===== src/rtl/spi_alu_rx.sv =====
// SPI mode-0 slave that captures 12-bit {op, a, b} command frames for the ALU and
// shifts the current ALU result back out on MISO. All SPI pins are oversampled on clk.
`timescale 1ns/1ps

module spi_alu_rx #(
  parameter int unsigned FRAME_W     = 12,
  parameter int unsigned SYNC_STAGES = 2
) (
  input  logic       clk,
  input  logic       rst,
  input  logic       sclk,
  input  logic       cs_n,
  input  logic       mosi,
  output logic       miso,
  input  logic [3:0] result_in,
  output logic [3:0] op,
  output logic [3:0] a,
  output logic [3:0] b,
  output logic       frame_valid,
  output logic       frame_err
);

  localparam int unsigned CntW = 4;
  localparam logic [CntW-1:0] FrameCnt = CntW'(FRAME_W);
  localparam logic [CntW-1:0] LastCnt  = CntW'(FRAME_W - 1);
  localparam logic [7:0]      WarmCnt  = 8'(SYNC_STAGES);

  typedef enum logic [2:0] {
    StWaitHi,
    StIdle,
    StShift,
    StDone,
    StTail
  } state_e;

  // Synchronizers and edge detection
  logic [SYNC_STAGES-1:0] sclk_sync_q;
  logic [SYNC_STAGES-1:0] cs_sync_q;
  logic [SYNC_STAGES-1:0] mosi_sync_q;
  logic                   sclk_prev_q;
  logic                   cs_prev_q;
  logic [7:0]             warm_q;

  logic sclk_s, cs_s, mosi_s;
  logic sclk_rise, sclk_fall, cs_fall, cs_rise;
  logic warm_done;

  always_ff @(posedge clk) begin
    if (!rst) begin
      sclk_sync_q <= '0;
      cs_sync_q   <= '1;
      mosi_sync_q <= '0;
      sclk_prev_q <= 1'b0;
      cs_prev_q   <= 1'b1;
      warm_q      <= '0;
    end else begin
      sclk_sync_q <= {sclk_sync_q[SYNC_STAGES-2:0], sclk};
      cs_sync_q   <= {cs_sync_q[SYNC_STAGES-2:0], cs_n};
      mosi_sync_q <= {mosi_sync_q[SYNC_STAGES-2:0], mosi};
      sclk_prev_q <= sclk_s;
      cs_prev_q   <= cs_s;
      if (!warm_done) begin
        warm_q <= warm_q + 8'd1;
      end
    end
  end

  assign sclk_s    = sclk_sync_q[SYNC_STAGES-1];
  assign cs_s      = cs_sync_q[SYNC_STAGES-1];
  assign mosi_s    = mosi_sync_q[SYNC_STAGES-1];
  assign sclk_rise = sclk_s & ~sclk_prev_q;
  assign sclk_fall = ~sclk_s & sclk_prev_q;
  assign cs_fall   = ~cs_s & cs_prev_q;
  assign cs_rise   = cs_s & ~cs_prev_q;
  // The chain holds reset values until real pin samples reach its end; trust cs_s only after.
  assign warm_done = (warm_q >= WarmCnt);

  // Frame FSM
  state_e               state_q;
  logic [CntW-1:0]      bit_cnt_q;
  logic [FRAME_W-1:0]   rx_sr_q;
  logic [FRAME_W-1:0]   tx_sr_q;
  logic [3:0]           op_q, a_q, b_q;
  logic                 frame_valid_q, frame_err_q;

  always_ff @(posedge clk) begin
    if (!rst) begin
      state_q       <= StWaitHi;
      bit_cnt_q     <= '0;
      rx_sr_q       <= '0;
      tx_sr_q       <= '0;
      op_q          <= '0;
      a_q           <= '0;
      b_q           <= '0;
      frame_valid_q <= 1'b0;
      frame_err_q   <= 1'b0;
    end else begin
      frame_valid_q <= 1'b0;
      frame_err_q   <= 1'b0;
      unique case (state_q)
        StWaitHi: begin
          if (warm_done && cs_s) begin
            state_q <= StIdle;
          end
        end
        StIdle: begin
          if (cs_fall) begin
            state_q   <= StShift;
            bit_cnt_q <= '0;
            tx_sr_q   <= {result_in, {(FRAME_W-4){1'b0}}};
          end
        end
        StShift: begin
          if (sclk_rise) begin
            rx_sr_q <= {rx_sr_q[FRAME_W-2:0], mosi_s};
            if (bit_cnt_q != FrameCnt) begin
              bit_cnt_q <= bit_cnt_q + 1'b1;
            end
          end else if (sclk_fall) begin
            tx_sr_q <= {tx_sr_q[FRAME_W-2:0], 1'b0};
          end
          // A final bit arriving together with cs_rise still completes the frame.
          if (sclk_rise && (bit_cnt_q == LastCnt)) begin
            state_q <= StDone;
          end else if (cs_rise) begin
            frame_err_q <= 1'b1;
            state_q     <= StIdle;
          end
        end
        StDone: begin
          op_q          <= rx_sr_q[FRAME_W-1 -: 4];
          a_q           <= rx_sr_q[FRAME_W-5 -: 4];
          b_q           <= rx_sr_q[FRAME_W-9 -: 4];
          frame_valid_q <= 1'b1;
          state_q       <= cs_s ? StIdle : StTail;
        end
        StTail: begin
          if (cs_rise) begin
            state_q <= StIdle;
          end
        end
        default: state_q <= StWaitHi;
      endcase
    end
  end

  assign op          = op_q;
  assign a           = a_q;
  assign b           = b_q;
  assign frame_valid = frame_valid_q;
  assign frame_err   = frame_err_q;
  assign miso        = ~cs_s & ((state_q == StShift) || (state_q == StTail)) &
                       tx_sr_q[FRAME_W-1];

endmodule


===== config.mk =====
export PLATFORM = sky130hd
export DESIGN_NAME = spi_alu_rx
export DESIGN_NICKNAME = d
export VERILOG_FILES = /design/src/rtl/spi_alu_rx.sv
export SDC_FILE = /design/constraint.sdc
export NUM_CORES = 1
export LEC_CHECK = 0
export ABC_AREA = 1
export BUFFER_PORTS_ARGS = -buffer_cell sky130_fd_sc_hd__buf_2
export CELL_PAD_IN_SITES_DETAIL_PLACEMENT = 0
export CELL_PAD_IN_SITES_GLOBAL_PLACEMENT = 1
export CORE_AREA = 10 10 85 87
export CTS_BUF_LIST = sky130_fd_sc_hd__clkbuf_8
export DETAILED_ROUTE_END_ITERATION = 10
export DIE_AREA = 0 0 95 97
export PLACE_DENSITY = 0.78
export SLEW_MARGIN = 20
export SYNTH_ARGS = -nofsm -noshare
export SYNTH_HDL_FRONTEND = slang
export SYNTH_SLANG_ARGS = --single-unit

===== constraint.sdc =====
create_clock -name clk -period 1.2 [get_ports clk]
set_input_delay 0.24 -clock clk [delete_from_list [all_inputs] [get_ports clk]]
set_output_delay 0.24 -clock clk [all_outputs]
set_load 0.01 [all_outputs]

# --- After elaboration in Yosys (flattened, before gate mapping) ---
# Cells that the tools add are included.
word_totals:
  register_bits: 61
  in_bits: 9
  out_inout_bits: 15
  word_cells: 68
classes:
  n_addsub: 2
  n_lt_le_gt_ge: 1
  eq_ne: 12
  mux: 16
  bitwise: 12
  reduce_logical: 10
op_table:
  columns: ["cell", "count"]
  rows:
  - ["$mux W12", 3]
  - ["$pmux W12 S2", 1]
  - ["$mux W3", 5]
  - ["$pmux W3 S5", 1]
  - ["$mux W4", 3]
  - ["$ne A2 B2 Y1 const B", 6]
  - ["$add A8 B1 Y8 const B", 1]
  - ["$ge A8 B2 Y1 const B", 1]
  - ["$pmux W4 S2", 1]
  - ["$reduce_and A4 Y1", 2]
  - ["$and A1 B1 Y1", 6]
  - ["$eq A3 B2 Y1 const B", 2]
  - ["$not A1 Y1", 6]
  - ["$add A4 B1 Y4 const B", 1]
  - ["$eq A4 B4 Y1 const B", 1]
  - ["$ne A4 B4 Y1 const B", 1]
  - ["$reduce_and A2 Y1", 2]
  - ["$eq A3 B1 Y1 const B", 1]
  - ["$eq A3 B3 Y1 const B", 1]
  - ["$logic_not A3 Y1", 1]
  - ["$reduce_or A3 Y1", 1]
  - ["$logic_and A1 B1 Y1", 2]
  - ["$mux W1", 2]
  - ["$reduce_bool A2 Y1", 1]
  - ["$logic_or A1 B1 Y1", 1]

# --- Logic depth before layout (Yosys ltp) ---
# Gate-level depths: netlist of run 1.
depth:
  depth_word: 5
  depth_mapped: 10
  ltp_nobuf: 10

# --- Worst setup path after synthesis of run 1 ---
# No wires, ideal clock.
synth_timing:
  path_type: "register to register"
  from: "register bit_cnt_q[0]"
  to: "register bit_cnt_q[1]"
  setup_time_ps: 128
  arrival_time_ps: 1088
  required_ps: 1072
  slack_ps: -16
  stages_incl_launch_ff: 11
  path_buffers: 0
  synth_period_minus_slack_ps: 1216
  cell_sequence: "dfxtp_1 -> inv_1 -> ha_1 -> nand2_1 -> nor2_1 -> nand2_1 -> nand2_1 -> nor2_2 -> nand2_1 -> nand2_1 -> nor2_1"
synth_between:
  elab_chain_len: 4
  elab_cells_between_ends: 7
  cone_classes: "add/sub: 1; eq/ne: 2; mux: 3; reduce/logical: 1"
synth_lines:
  columns: ["item", "line_no", "source"]
  rows:
  - ["from (decl)", "80", "logic [CntW-1:0] bit_cnt_q;"]
  - ["from (signal assigned)", "117", "bit_cnt_q <= bit_cnt_q + 1'b1;"]
  - ["$add A4 B1 Y4", "117", null]
  - ["$mux W4", "116", "if (bit_cnt_q != FrameCnt) begin"]
  - ["$mux W4", "114", "if (sclk_rise) begin"]
  - ["$pmux W4 S2", "100", "unique case (state_q)"]
# Several ways; a longest one is shown, not always the timed one. The select of a mux whose other input is x is not followed.
# A chain may end at the register's enable or synchronous reset.

# --- Final worst setup path of run 1 ---
layout_timing:
  from: "register state_q[1]"
  to: "output miso"
layout_between:
  elab_chain_len: 4
  elab_cells_between_ends: 5
  cone_classes: "eq/ne: 2; bitwise: 2; reduce/logical: 1"
layout_lines:
  columns: ["item", "line_no", "source"]
  rows:
  - ["from (decl)", "79", "state_e state_q;"]
  - ["from (signal assigned)", "88", "state_q <= StWaitHi;"]
  - ["from (signal assigned)", "103", "state_q <= StIdle;"]
  - ["from (signal assigned)", "108", "state_q <= StShift;"]
  - ["$eq A3 B2 Y1 or $eq A3 B3 Y1 (tied branches)", "152", "assign miso = ~cs_s & ((state_q == StShift) || (state_q == StTail)) &"]
  - ["$logic_or A1 B1 Y1 *", "152", null]
  - ["$and A1 B1 Y1 * (2 in a row)", "152", null]
  - ["to (decl)", "14", "output logic miso,"]
# Mark *: on every way between the ends. The rest lies on a longest branch, timed or not.

==> results of run 1 <==
-- Yosys cell counts --
cell	count	area, um2
sky130_fd_sc_hd__a21oi_1	8	40.0
sky130_fd_sc_hd__a22oi_1	1	7.51
sky130_fd_sc_hd__buf_4	1	7.51
sky130_fd_sc_hd__buf_6	1	11.3
sky130_fd_sc_hd__clkbuf_1	7	26.3
sky130_fd_sc_hd__clkbuf_2	1	5.00
sky130_fd_sc_hd__dfxtp_1	53	1060
sky130_fd_sc_hd__ha_1	4	50.1
sky130_fd_sc_hd__inv_1	28	105
sky130_fd_sc_hd__inv_2	2	7.51
sky130_fd_sc_hd__nand2_1	56	210
sky130_fd_sc_hd__nand2_2	2	12.5
sky130_fd_sc_hd__nand2_4	1	11.3
sky130_fd_sc_hd__nand3_1	13	65.1
sky130_fd_sc_hd__nand3_2	1	10.0
sky130_fd_sc_hd__nand4_1	3	18.8
sky130_fd_sc_hd__nor2_1	68	255
sky130_fd_sc_hd__nor2_2	2	12.5
sky130_fd_sc_hd__nor2_4	1	11.3
sky130_fd_sc_hd__nor3_1	1	5.00
sky130_fd_sc_hd__nor4_1	1	6.26
sky130_fd_sc_hd__o21ai_0	26	130
sky130_fd_sc_hd__o21ai_2	1	8.76
sky130_fd_sc_hd__o31ai_1	1	7.51
sky130_fd_sc_hd__or2_2	2	12.5
sky130_fd_sc_hd__xor2_1	3	26.3
-- registers in the layout, indices dropped and copies added (netlist names), 2 cells and up --
name / cells
tx_sr_q: 4
a: 4
sclk_sync_q: 2
op: 4
warm_q: 8
mosi_sync_q: 2
state_q: 3
bit_cnt_q: 4
b: 4
cs_sync_q: 2
rx_sr_q: 12
-- repair_timing --
item | CTS | global route
resized for setup | 18 | 43
pin swaps | 5 | 25
setup buffers | 4 | 7
endpoints found under the setup margin | 38 | 39
cloned | 1 | 0
-- final timing paths --
path | to | start | slack (ns)
worst max-delay path | miso | state_q[1]$_SDFFE_PN0P_ | -0.27
worst min-delay path | cs_sync_q[0]$_SDFF_PN1_ | cs_n | 0.11
worst max register to register | tx_sr_q[10]$_SDFFE_PN0P_ | state_q[0]$_SDFFE_PN0P_ | -0.17
worst min register to register | mosi_sync_q[1]$_SDFF_PN0_ | mosi_sync_q[0]$_SDFF_PN0_ | 0.42
-- worst register-to-register path: stages (launching register included) --
cell and delay (ns):
sky130_fd_sc_hd__dfxtp_4 0.41, sky130_fd_sc_hd__buf_6 0.13, sky130_fd_sc_hd__buf_6 0.09, sky130_fd_sc_hd__nand4_1 0.17
sky130_fd_sc_hd__nand2_2 0.19, sky130_fd_sc_hd__inv_4 0.07, sky130_fd_sc_hd__nand2_4 0.08, sky130_fd_sc_hd__nand2_2 0.06
sky130_fd_sc_hd__a21oi_2 0.13
-- power by group --
group	switching (mW)	total (mW)	internal, mW
Sequential	0.117	2.05	1.93
Combinational	0.802	1.53	0.726
Clock	0.596	1.06	0.469
Total	1.51	4.64	3.12
-- metrics by stage --
stage / setup TNS, ns / util (%) / worst slack, ns
2_1_floorplan: 0 / - / 0.00714
3_3_place_gp: -1.70 / 45.3 / -0.119
3_5_place_dp: -2.05 / 45.3 / -0.157
4_1_cts: -3.01 / 48.7 / -0.249
5_1_grt: -6.80 / 51.7 / -0.352
6_report: -3.95 / 51.7 / -0.270
-- cell usage in the layout (no fill, tap or decap), types with 2 or more instances in the layout --
| cell type | synthesis | final |
|---|---|---|
| sky130_fd_sc_hd__a21oi_1 | 8 | 4 |
| sky130_fd_sc_hd__a21oi_2 | 0 | 4 |
| sky130_fd_sc_hd__buf_2 | 0 | 23 |
| sky130_fd_sc_hd__buf_4 | 1 | 27 |
| sky130_fd_sc_hd__buf_6 | 1 | 7 |
| sky130_fd_sc_hd__clkbuf_8 | 0 | 6 |
| sky130_fd_sc_hd__clkinvlp_4 | 0 | 3 |
| sky130_fd_sc_hd__dfxtp_1 | 53 | 48 |
| sky130_fd_sc_hd__dfxtp_2 | 0 | 3 |
| sky130_fd_sc_hd__dfxtp_4 | 0 | 2 |
| sky130_fd_sc_hd__ha_1 | 4 | 2 |
| sky130_fd_sc_hd__ha_2 | 0 | 2 |
| sky130_fd_sc_hd__inv_1 | 28 | 23 |
| sky130_fd_sc_hd__inv_2 | 2 | 3 |
| sky130_fd_sc_hd__inv_4 | 0 | 2 |
| sky130_fd_sc_hd__nand2_1 | 56 | 49 |
| sky130_fd_sc_hd__nand2_2 | 2 | 8 |
| sky130_fd_sc_hd__nand2_4 | 1 | 2 |
| sky130_fd_sc_hd__nand3_1 | 13 | 11 |
| sky130_fd_sc_hd__nand3_2 | 1 | 2 |
| sky130_fd_sc_hd__nand4_1 | 3 | 3 |
| sky130_fd_sc_hd__nor2_1 | 68 | 51 |
| sky130_fd_sc_hd__nor2_2 | 2 | 15 |
| sky130_fd_sc_hd__nor2_4 | 1 | 5 |
| sky130_fd_sc_hd__o21ai_0 | 26 | 25 |
| sky130_fd_sc_hd__or2_2 | 2 | 2 |
| sky130_fd_sc_hd__xor2_1 | 3 | 3 |
-- kinds of logic after synthesis --
group	synth area share (%)
compound gates	9.13
simple gates	29.7
xor+xnor	1.24
flops	49.9
buf+inv	7.66
fa+ha+maj	2.36
-- metal layers --
metal / GRT usage [%] / wire length [um] / vias to the layer above
met5: 0 / 0 / -
met3: 3.16 / 207 / 6
li1: - / - / 1012
met1: 13.5 / 2340 / 860
met2: 16.5 / 2260 / 27
met4: 3.43 / 71 / 0
-- cell type report --
| type | count | area (um2) | area share (%) |
|---|---|---|---|
| timing repair inverter | 1 | 7.51 | 0.265 |
| clock buffer | 6 | 82.6 | 2.92 |
| sequential | 53 | 1070 | 37.9 |
| tap | 72 | 90.1 | 3.18 |
| clock inverter | 2 | 13.8 | 0.486 |
| timing repair buffer | 58 | 417 | 14.7 |
| inverter | 30 | 125 | 4.42 |
| multi-input combinational | 195 | 1020 | 36.1 |
==> run summary, run 1 <==
STA
--------------------------------------------------------------------------------
Slew @ Worst Pin                                                        0.351 ns
Max Fclk                                                                 680 MHz
Fraction of the cycle the final worst path needs                            123%
Clock skew after layout                                                0.0129 ns
Slew headroom                                                              76.6%
Fin Hold WS                                                             0.108 ns
Final worst setup slack                                                -0.270 ns
Final critical path time including I/O delays and setup                  1.47 ns
Final slew viol count                                                          0
Number of endpoints with negative hold slack in the final report               0
Setup Viol. Count Final                                                       35
Setup repair after global routing missed its margin                          yes

FLOORPLAN
--------------------------------------------------------------------------------
Effective utilization at floorplan                                         38.8%
Core Box Area                                                           5470 um2
Rows                                                                          27
Floorplan die width                                                        95 um
Die Height                                                                 97 um
Die Area                                                                9220 um2
Top-Level Pins                                                                24

STATUS
--------------------------------------------------------------------------------
Violations in the final reports                                     negative setup slack
Outcome                                                             finished with violations

WORST SETUP PATH
--------------------------------------------------------------------------------
Endpoint type of the worst setup path                               primary output
Number of buffers and inverters on the critical path                           1
Worst reg2reg path depth                                                       8
CP Max Fanout                                                                  5
Slowest stage cell on the critical path                             sky130_fd_sc_hd__dfxtp_4
Slowest Stage Delay on Critical Path                                     0.39 ns
Crit path DAT                                                            1.23 ns
Req. time, crit path                                                     0.96 ns
Crit path depth                                                                6
Critical Path Source Type                                                   flop
Crit Path Class                                                       reg -> out
Most prevalent standard cell on the critical path                   sky130_fd_sc_hd__nand2_2
Cells traversed along the worst timing path                         nor2_4, nand2_2, nand2_2, nand2_2, nor2_2, buf_2
Cell type group with the largest total delay on the critical path   simple AND/OR/NAND/NOR gates

DRT
--------------------------------------------------------------------------------
Overall routed net length                                                4880 um
Antenna-violating nets left                                                    0
Vias per std cell                                                           4.57
DR DRC count                                                                   0
Via count                                                                   1905
Post-DR wirelength/cell                                                  11.7 um
Count of TritonRoute iterations in the first routing pass                      4
Number of DRC markers in iteration 0                                          89

WORST HOLD PATH
--------------------------------------------------------------------------------
Number of cells on the worst hold path                                         2
HP Class                                                               in -> reg

GRT
--------------------------------------------------------------------------------
Number of antenna violations at the first check in global routing              0
Maximum number of pins on one net before global-route repair                  38
Final global-route overflow total                                              0
First-pass GRT wire length                                               8180 um
Total Routing Usage GR                                                     10.6%
Number of global-route vias before repair                                   1830

CLOCK NETWORK
--------------------------------------------------------------------------------
Clock sink count                                                              53
CTS clock-pin slew for the worst setup and hold paths                    0.09 ns
Num CTS Buffers                                                                5
Maximum clock path buffer count                                                2
Clk_lat worst skew                                                       0.31 ns
Clock tree root driver cell                                         sky130_fd_sc_hd__clkbuf_8
CTS Hold Buffers Added                                                         0
Number of levels in the clock H-tree                                           2
TritonCTS clock tree                                                       built

YOSYS
--------------------------------------------------------------------------------
Flip-flop and latch count after synthesis                                     53
Cell area after synthesis                                               2120 um2
Number of instances in the synthesized netlist                               288
Sequential-to-total area share from yosys stat                             49.9%
Distinct cell type count after synthesis                                      26
Net Count, Synth                                                             301
Mean Syn Cell Area                                                      7.38 um2
Number of warnings printed during yosys synthesis                              0

POWER
--------------------------------------------------------------------------------
Power density cells                                                  1640 nW/um2
Maximum vdd ir drop                                                     0.923 mV
Leakage                                                                  1.41 nW
Post-layout total power                                                  4.64 mW

PLACED DESIGN
--------------------------------------------------------------------------------
Count of port buffers added during placement                                  23
Cell count after placement                                                   398
Routability congestion estimate                                            0.809
Placed Area                                                             2480 um2
Sum of net half-perimeters after detailed placement                      3160 um

FINAL LAYOUT
--------------------------------------------------------------------------------
Layout filler cell count                                                     567
Fraction of final layout cells with drive strength greater than 1          35.1%
Number of standard cells in the layout, taps in and fillers out              417
Antenna Diode Count                                                            0
Number of nets in the layout                                                 357
Layout overhead on the synthesized area                                    33.3%
Area of all placed cells without fillers                                2830 um2

RUN
--------------------------------------------------------------------------------
Number of max-cap violations                                                   0

Power figures use the tool's default switching activity.
==> run 2, diff against run 1 <==
--- a/config.mk
+++ b/config.mk
@@ -7,6 +7,7 @@
 export LEC_CHECK = 0
 export ABC_AREA = 1
 export BUFFER_PORTS_ARGS = -buffer_cell sky130_fd_sc_hd__buf_2
+export CAP_MARGIN = 20
 export CELL_PAD_IN_SITES_DETAIL_PLACEMENT = 0
 export CELL_PAD_IN_SITES_GLOBAL_PLACEMENT = 1
 export CORE_AREA = 10 10 85 87
@@ -14,6 +15,7 @@
 export DETAILED_ROUTE_END_ITERATION = 10
 export DIE_AREA = 0 0 95 97
 export PLACE_DENSITY = 0.78
+export SETUP_SLACK_MARGIN = 0.1
 export SLEW_MARGIN = 20
 export SYNTH_ARGS = -nofsm -noshare
 export SYNTH_HDL_FRONTEND = slang
==> run 2 against run 1 <==
- the run still ends with negative setup slack left
- combinational power down 9.8%
- register-to-register slack is essentially flat
- non-clock buffer count down 6
==> run summary, run 2 (synthesis gave the netlist of run 1 again) <==
PLACED DESIGN
--------------------------------------------------------------------------------
Worst slack after detailed placement                                  -0.0466 ns   was -0.157 ns
Count of port buffers added during placement                                  23   unchanged
Sum of net half-perimeters after detailed placement                      3350 um   was 3160 um
Placed Area                                                             2480 um2   about the same
Routability congestion estimate                                            0.798   was 0.809

WORST SETUP PATH
--------------------------------------------------------------------------------
Req. time, crit path                                                     0.96 ns   about the same
Critical Path Source Type                                                   flop   unchanged
Slowest stage cell on the critical path                             sky130_fd_sc_hd__dfxtp_4   unchanged
Slowest Stage Delay on Critical Path                                     0.38 ns   was 0.39 ns
Flop-to-flop setup slack                                                -0.17 ns   about the same
Crit Path Class                                                       reg -> out   unchanged
CP Max Fanout                                                                  4   was 5
Most prevalent standard cell on the critical path                   sky130_fd_sc_hd__nand2_2   unchanged
Crit path DAT                                                            1.18 ns   was 1.23 ns
Cells traversed along the worst timing path                         nor2_4, nand2_2, nand2_2, nand2_1, nor2_1, buf_2   was nor2_4, nand2_2, nand2_2, nand2_2, nor2_2, buf_2
Endpoint type of the worst setup path                               primary output   unchanged

GRT
--------------------------------------------------------------------------------
Final global-route overflow total                                              0   unchanged
Maximum number of pins on one net before global-route repair                  38   unchanged
Number of antenna violations at the first check in global routing              0   unchanged
Number of global-route vias before repair                                   1808   was 1830
First-pass GRT wire length                                               8460 um   was 8180 um
Total Routing Usage GR                                                     11.2%   was 10.6%

FLOORPLAN
--------------------------------------------------------------------------------
Effective utilization at floorplan                                         38.8%   unchanged
Core Box Area                                                           5470 um2   unchanged
Rows                                                                          27   unchanged
Top-Level Pins                                                                24   unchanged
Floorplan die width                                                        95 um   unchanged
Die Area                                                                9220 um2   unchanged
Die Height                                                                 97 um   unchanged

CLOCK NETWORK
--------------------------------------------------------------------------------
Maximum clock path buffer count                                                2   unchanged
Clock sink count                                                              53   unchanged
Number of levels in the clock H-tree                                           2   unchanged
CTS clock-pin slew for the worst setup and hold paths                    0.09 ns   about the same
Clock tree root driver cell                                         sky130_fd_sc_hd__clkbuf_8   unchanged
Clk_lat worst skew                                                       0.31 ns   about the same
Num CTS Buffers                                                                5   unchanged
TritonCTS clock tree                                                       built   unchanged
CTS Hold Buffers Added                                                         0   unchanged

STA
--------------------------------------------------------------------------------
Final worst setup slack                                                -0.220 ns   was -0.270 ns
Final critical path time including I/O delays and setup                  1.42 ns   was 1.47 ns
Setup repair after global routing missed its margin                          yes   unchanged
Clock skew after layout                                               0.00699 ns   was 0.0129 ns
Fin Hold WS                                                             0.110 ns   was 0.108 ns
Max Fclk                                                                 704 MHz   was 680 MHz
Fraction of the cycle the final worst path needs                            118%   was 123%
Final slew viol count                                                          0   unchanged
Slew @ Worst Pin                                                        0.444 ns   was 0.351 ns
Slew headroom                                                              70.4%   was 76.6%
Number of endpoints with negative hold slack in the final report               0   unchanged
Setup Viol. Count Final                                                       36   was 35

DRT
--------------------------------------------------------------------------------
Overall routed net length                                                4880 um   about the same
Antenna-violating nets left                                                    0   unchanged
Met2 routed wirelength                                                   2300 um   was 2260 um
Vias per std cell                                                           4.60   was 4.57
Post-DR wirelength/cell                                                  11.9 um   was 11.7 um
Number of DRC markers in iteration 0                                          92   was 89
DR DRC count                                                                   0   unchanged
Count of TritonRoute iterations in the first routing pass                      4   unchanged
Met3 wirelength from detailed routing                                     209 um   was 207 um
Highest layer used for signal routing                                       met4   unchanged
Wire length the detailed router placed on met1                           2280 um   was 2340 um
Via count                                                                   1884   was 1905

FINAL LAYOUT
--------------------------------------------------------------------------------
Number of nets in the layout                                                 350   was 357
Fraction of final layout cells with drive strength greater than 1          33.7%   was 35.1%
Most common cell after layout, fill and taps aside                  sky130_fd_sc_hd__nor2_1   unchanged
Area of all placed cells without fillers                                2820 um2   was 2830 um2
Most flops, register                                                     rx_sr_q   unchanged
Registers with the most flip-flops                                  rx_sr_q x12, warm_q x8   unchanged
Max FFs per register                                                          12   unchanged
Commonest cells after routing, fill and taps aside                  sky130_fd_sc_hd__nor2_1 (61), sky130_fd_sc_hd__nand2_1 (48), sky130_fd_sc_hd__dfxtp_1 (46)   was sky130_fd_sc_hd__nor2_1 (51), sky130_fd_sc_hd__nand2_1 (49), sky130_fd_sc_hd__dfxtp_1 (48)
Antenna Diode Count                                                            0   unchanged
Layout overhead on the synthesized area                                    32.5%   was 33.3%

RUN
--------------------------------------------------------------------------------
Number of max-cap violations                                                   0   unchanged

STATUS
--------------------------------------------------------------------------------
Violations in the final reports                                     negative setup slack   unchanged
Outcome                                                             finished with violations   unchanged

WORST HOLD PATH
--------------------------------------------------------------------------------
HP Class                                                               in -> reg   unchanged

POWER
--------------------------------------------------------------------------------
Power density cells                                                  1660 nW/um2   was 1640 nW/um2
Leakage                                                                  1.41 nW   about the same
Maximum vdd ir drop                                                      1.01 mV   was 0.923 mV
Post-layout total power                                                  4.66 mW   was 4.64 mW

run 2: area by class of cell:
type | instances | area, um2
fill | 588 | 2660
sequential | 53 | 1070
multi-input combinational | 195 | 1050
timing repair buffer | 52 | 359
inverter | 30 | 131
tap | 72 | 90.1
clock buffer | 5 | 68.8
clock inverter | 3 | 43.8
run 2: where the power goes:
part | internal [mW] | switching (mW) | leakage [nW]
clock | 0.626 | 0.598 | 0.0585
sequential | 1.93 | 0.131 | 0.433
combinational | 0.623 | 0.757 | 0.918
total | 3.18 | 1.49 | 1.41
run 2: final timing paths:
check,from,to,depth (start not counted)
min reg2reg,mosi_sync_q[0]$_SDFF_PN0_,mosi_sync_q[1]$_SDFF_PN0_,2
max reg2reg,state_q[0]$_SDFFE_PN0P_,rx_sr_q[10]$_SDFFE_PN0N_,8
min,mosi,mosi_sync_q[0]$_SDFF_PN0_,3
max,state_q[1]$_SDFFE_PN0P_,miso,6
run 2: worst max-delay path, delay by kind of cell (launching register included):
kind                   cells  cell delay (ns)
buffers and inverters      1             0.13
flip-flops                 1             0.38
AND/OR/NAND/NOR            5             0.37
run 2: routing by layer:
metal / vias up / GRT usage [%]
met5: - / 0
met4: 0 / 5.49
met3: 10 / 2.54
met2: 38 / 17.0
met1: 837 / 14.3
li1: 999 / -
run 2: what timing repair did:
action                                  CTS  global route
gates resized for setup                  22            27
buffers inserted                          4             3
endpoints found under the setup margin   38            41
pin swaps                                16            12
run 2: metrics by stage:
stage	TNS (ns)	util (%)	std cells
final	-4.70	51.4	410
after global routing	-7.55	51.4	410
after CTS	-4.20	49.2	407
after detailed placement	-0.571	45.2	395
after global placement	-0.253	45.2	395
after floorplan	0	-	288
==> run 3, diff against run 2 <==
--- a/config.mk
+++ b/config.mk
@@ -7,7 +7,6 @@
 export LEC_CHECK = 0
 export ABC_AREA = 1
 export BUFFER_PORTS_ARGS = -buffer_cell sky130_fd_sc_hd__buf_2
-export CAP_MARGIN = 20
 export CELL_PAD_IN_SITES_DETAIL_PLACEMENT = 0
 export CELL_PAD_IN_SITES_GLOBAL_PLACEMENT = 1
 export CORE_AREA = 10 10 85 87
@@ -20,3 +19,4 @@
 export SYNTH_ARGS = -nofsm -noshare
 export SYNTH_HDL_FRONTEND = slang
 export SYNTH_SLANG_ARGS = --single-unit
+export TNS_END_PERCENT = 50
==> run 3 against run 2 <==
- global-route usage decreased by 0.97 points
- the run still ends with negative setup slack left
- via count increased by 2.7%
- critical path depth unchanged
- sequential cell count unchanged
- utilization increased by 4.7 points
- wire length increased by 4.9%
- largest power group unchanged
- register-to-register slack got worse by 0.03 ns
==> run summary, run 3 (synthesis gave the netlist of run 1 again) <==
STATUS
--------------------------------------------------------------------------------
Outcome                                                             finished with violations   unchanged
Violations in the final reports                                     negative setup slack   unchanged

STA
--------------------------------------------------------------------------------
Max Fclk                                                                 695 MHz   was 704 MHz
Slew @ Worst Pin                                                        0.315 ns   was 0.444 ns
Slew headroom                                                              79.0%   was 70.4%
Clock skew after layout                                               0.00757 ns   was 0.00699 ns
Number of endpoints with negative hold slack in the final report               0   unchanged
Final slew viol count                                                          0   unchanged
Fin Hold WS                                                             0.103 ns   was 0.110 ns
Setup Viol. Count Final                                                       35   was 36
Final worst setup slack                                                -0.239 ns   was -0.220 ns
Final critical path time including I/O delays and setup                  1.44 ns   was 1.42 ns
Setup repair after global routing missed its margin                          yes   unchanged
Fraction of the cycle the final worst path needs                            120%   was 118%

FINAL LAYOUT
--------------------------------------------------------------------------------
Max FFs per register                                                          12   unchanged
Number of nets in the layout                                                 361   was 350
Registers with the most flip-flops                                  rx_sr_q x12, warm_q x8   unchanged
Layout overhead on the synthesized area                                    44.6%   was 32.5%
Antenna Diode Count                                                            0   unchanged
Fraction of final layout cells with drive strength greater than 1          41.8%   was 33.7%
Most common cell after layout, fill and taps aside                  sky130_fd_sc_hd__nor2_1   unchanged
Commonest cells after routing, fill and taps aside                  sky130_fd_sc_hd__nor2_1 (49), sky130_fd_sc_hd__dfxtp_1 (45), sky130_fd_sc_hd__nand2_1 (42)   was sky130_fd_sc_hd__nor2_1 (61), sky130_fd_sc_hd__nand2_1 (48), sky130_fd_sc_hd__dfxtp_1 (46)
Layout filler cell count                                                     503   was 588
Most flops, register                                                     rx_sr_q   unchanged

WORST SETUP PATH
--------------------------------------------------------------------------------
Crit path DAT                                                            1.20 ns   was 1.18 ns
Crit Path Class                                                       reg -> out   unchanged
Req. time, crit path                                                     0.96 ns   about the same
Cell type group with the largest total delay on the critical path     flip-flops   unchanged
Endpoint type of the worst setup path                               primary output   unchanged
Cells traversed along the worst timing path                         nor2_4, nand2_2, nand2_2, nand2_1, nor2_1, buf_2   unchanged
Most prevalent standard cell on the critical path                   sky130_fd_sc_hd__nand2_2   unchanged
Slowest Stage Delay on Critical Path                                     0.38 ns   about the same
CP Max Fanout                                                                  3   was 4
Number of buffers and inverters on the critical path                           1   unchanged
Slowest stage cell on the critical path                             sky130_fd_sc_hd__dfxtp_4   unchanged
Critical Path Source Type                                                   flop   unchanged

POWER
--------------------------------------------------------------------------------
Internal Pwr Total                                                       3.18 mW   about the same
Sw frac                                                                    33.4%   was 31.9%
Net switching power                                                      1.60 mW   was 1.49 mW
Clk pwr share                                                              22.6%   was 26.2%
Sequential fraction of design power                                        43.1%   was 44.2%
Maximum vdd ir drop                                                     0.644 mV   was 1.01 mV
Post-layout total power                                                  4.78 mW   was 4.66 mW
Power density cells                                                  1560 nW/um2   was 1660 nW/um2
Relative contribution of combinational cells to total power                34.3%   was 29.6%
Leakage                                                                  1.49 nW   was 1.41 nW

DRT
--------------------------------------------------------------------------------
Met3 wirelength from detailed routing                                     167 um   was 209 um
Overall routed net length                                                5120 um   was 4880 um
Highest layer used for signal routing                                       met4   unchanged
Met2 routed wirelength                                                   2500 um   was 2300 um
Count of TritonRoute iterations in the first routing pass                      4   unchanged
Antenna-violating nets left                                                    0   unchanged
Vias per std cell                                                           4.59   was 4.60
DR DRC count                                                                   0   unchanged
Via count                                                                   1934   was 1884
Number of DRC markers in iteration 0                                          80   was 92
Wire length the detailed router placed on met1                           2370 um   was 2280 um
Post-DR wirelength/cell                                                  12.2 um   was 11.9 um

CLOCK NETWORK
--------------------------------------------------------------------------------
Number of levels in the clock H-tree                                           2   unchanged
Clock sink count                                                              53   unchanged
Num CTS Buffers                                                                5   unchanged
Clock tree root driver cell                                         sky130_fd_sc_hd__clkbuf_8   unchanged
TritonCTS clock tree                                                       built   unchanged
Maximum clock path buffer count                                                2   unchanged
Clk_lat worst skew                                                       0.31 ns   about the same
CTS clock-pin slew for the worst setup and hold paths                    0.10 ns   was 0.09 ns

FLOORPLAN
--------------------------------------------------------------------------------
Rows                                                                          27   unchanged
Floorplan die width                                                        95 um   unchanged
Top-Level Pins                                                                24   unchanged
Effective utilization at floorplan                                         38.8%   unchanged
Core Box Area                                                           5470 um2   unchanged
Die Height                                                                 97 um   unchanged
Die Area                                                                9220 um2   unchanged

RUN
--------------------------------------------------------------------------------
Number of max-cap violations                                                   0   unchanged

GRT
--------------------------------------------------------------------------------
Maximum number of pins on one net before global-route repair                  31   was 38
Final global-route overflow total                                              0   unchanged
Total Routing Usage GR                                                     10.2%   was 11.2%
First-pass GRT wire length                                               7880 um   was 8460 um
Number of global-route vias before repair                                   1747   was 1808
Number of antenna violations at the first check in global routing              0   unchanged

PLACED DESIGN
--------------------------------------------------------------------------------
Routability congestion estimate                                            0.812   was 0.798
Worst slack after detailed placement                                  -0.0587 ns   was -0.0466 ns
Count of port buffers added during placement                                  23   unchanged
Sum of net half-perimeters after detailed placement                      3150 um   was 3350 um

WORST HOLD PATH
--------------------------------------------------------------------------------
HP Class                                                               in -> reg   unchanged

==> run 3: changes by cell type in the layout (fill, tap and decap cells not counted), moves of 4 or more <==
| cell | previous run | this run |
|---|---|---|
| sky130_fd_sc_hd__nand2_1 | 48 | 42 |
| sky130_fd_sc_hd__buf_6 | 7 | 11 |
| sky130_fd_sc_hd__nor2_1 | 61 | 49 |
| sky130_fd_sc_hd__o21ai_0 | 24 | 19 |
| sky130_fd_sc_hd__nor2_2 | 4 | 11 |
| sky130_fd_sc_hd__nor2_4 | 6 | 11 |
| sky130_fd_sc_hd__nand2_2 | 8 | 13 |
==> run 3: metal layers <==
layer  global-route usage (%)  up-vias
met2                     16.0       26
met4                     4.58        0
met1                     12.5      879
met3                     2.78        9
li1                         -     1020
met5                        0        -
==> run 3: timing repair <==
item / 4_1_cts / 5_1_grt
setup buffers: 8 / 9
endpoints found under the setup margin: 40 / 41
gates resized for setup: 35 / 60
pin swaps: 15 / 21
hold buffers: 0 / 0
cloned: 1 / 1
==> run 3: worst reg2reg max path, cell delays in order, from the launching register on <==
cell	delay, ns
sky130_fd_sc_hd__dfxtp_4	0.38
sky130_fd_sc_hd__buf_4	0.14
sky130_fd_sc_hd__buf_6	0.12
sky130_fd_sc_hd__nor2_1	0.17
sky130_fd_sc_hd__nand3_2	0.13
sky130_fd_sc_hd__nand4_1	0.20
sky130_fd_sc_hd__nand2_1	0.07
sky130_fd_sc_hd__a21oi_1	0.12
==> run 3: final timing paths <==
kind,startpoint,endpoint,slack (ns),depth (start not counted)
setup / recovery,state_q[0]$_SDFFE_PN0P_,miso,-0.24,6
hold / removal,mosi,mosi_sync_q[0]$_SDFF_PN0_,0.10,3
setup reg to reg,state_q[0]$_SDFFE_PN0P_,bit_cnt_q[0]$_SDFFE_PN0P_,-0.20,7
hold reg to reg,cs_sync_q[0]$_SDFF_PN1_,cs_sync_q[1]$_SDFF_PN1_,0.43,1
==> run 3: metrics by stage <==
step	TNS (ns)	instances	util, %	area [um2]
2_1_floorplan	0	288	-	2160
6_report	-4.16	421	56.2	3070
3_5_place_dp	-0.568	394	45.3	2480
3_3_place_gp	-0.181	394	45.3	2480
4_1_cts	-2.21	411	51.0	2790
5_1_grt	-6.88	421	56.2	3070
==> run 3: layout make-up <==
class                   instances  area (um2)  area share [%]
repair buffers                 63         512            16.7
flip-flops and latches         53        1080            35.0
inverters                      30         135            4.40
multi-input cells             195        1160            37.8
clock inverters                 2        16.3           0.529
clock buffers                   6        82.6            2.69
well taps                      72        90.1            2.93
==> run 3: power groups by stage <==
stage,Clock [mW],Combinational (mW),Sequential [mW]
finish,1.08,1.64,2.06
global route,1.18,1.82,2.08
CTS,1.12,1.31,2.05
detailed placement,0,1.10,2.07
global placement,0,1.09,2.07
floorplan,0,0.740,2.07
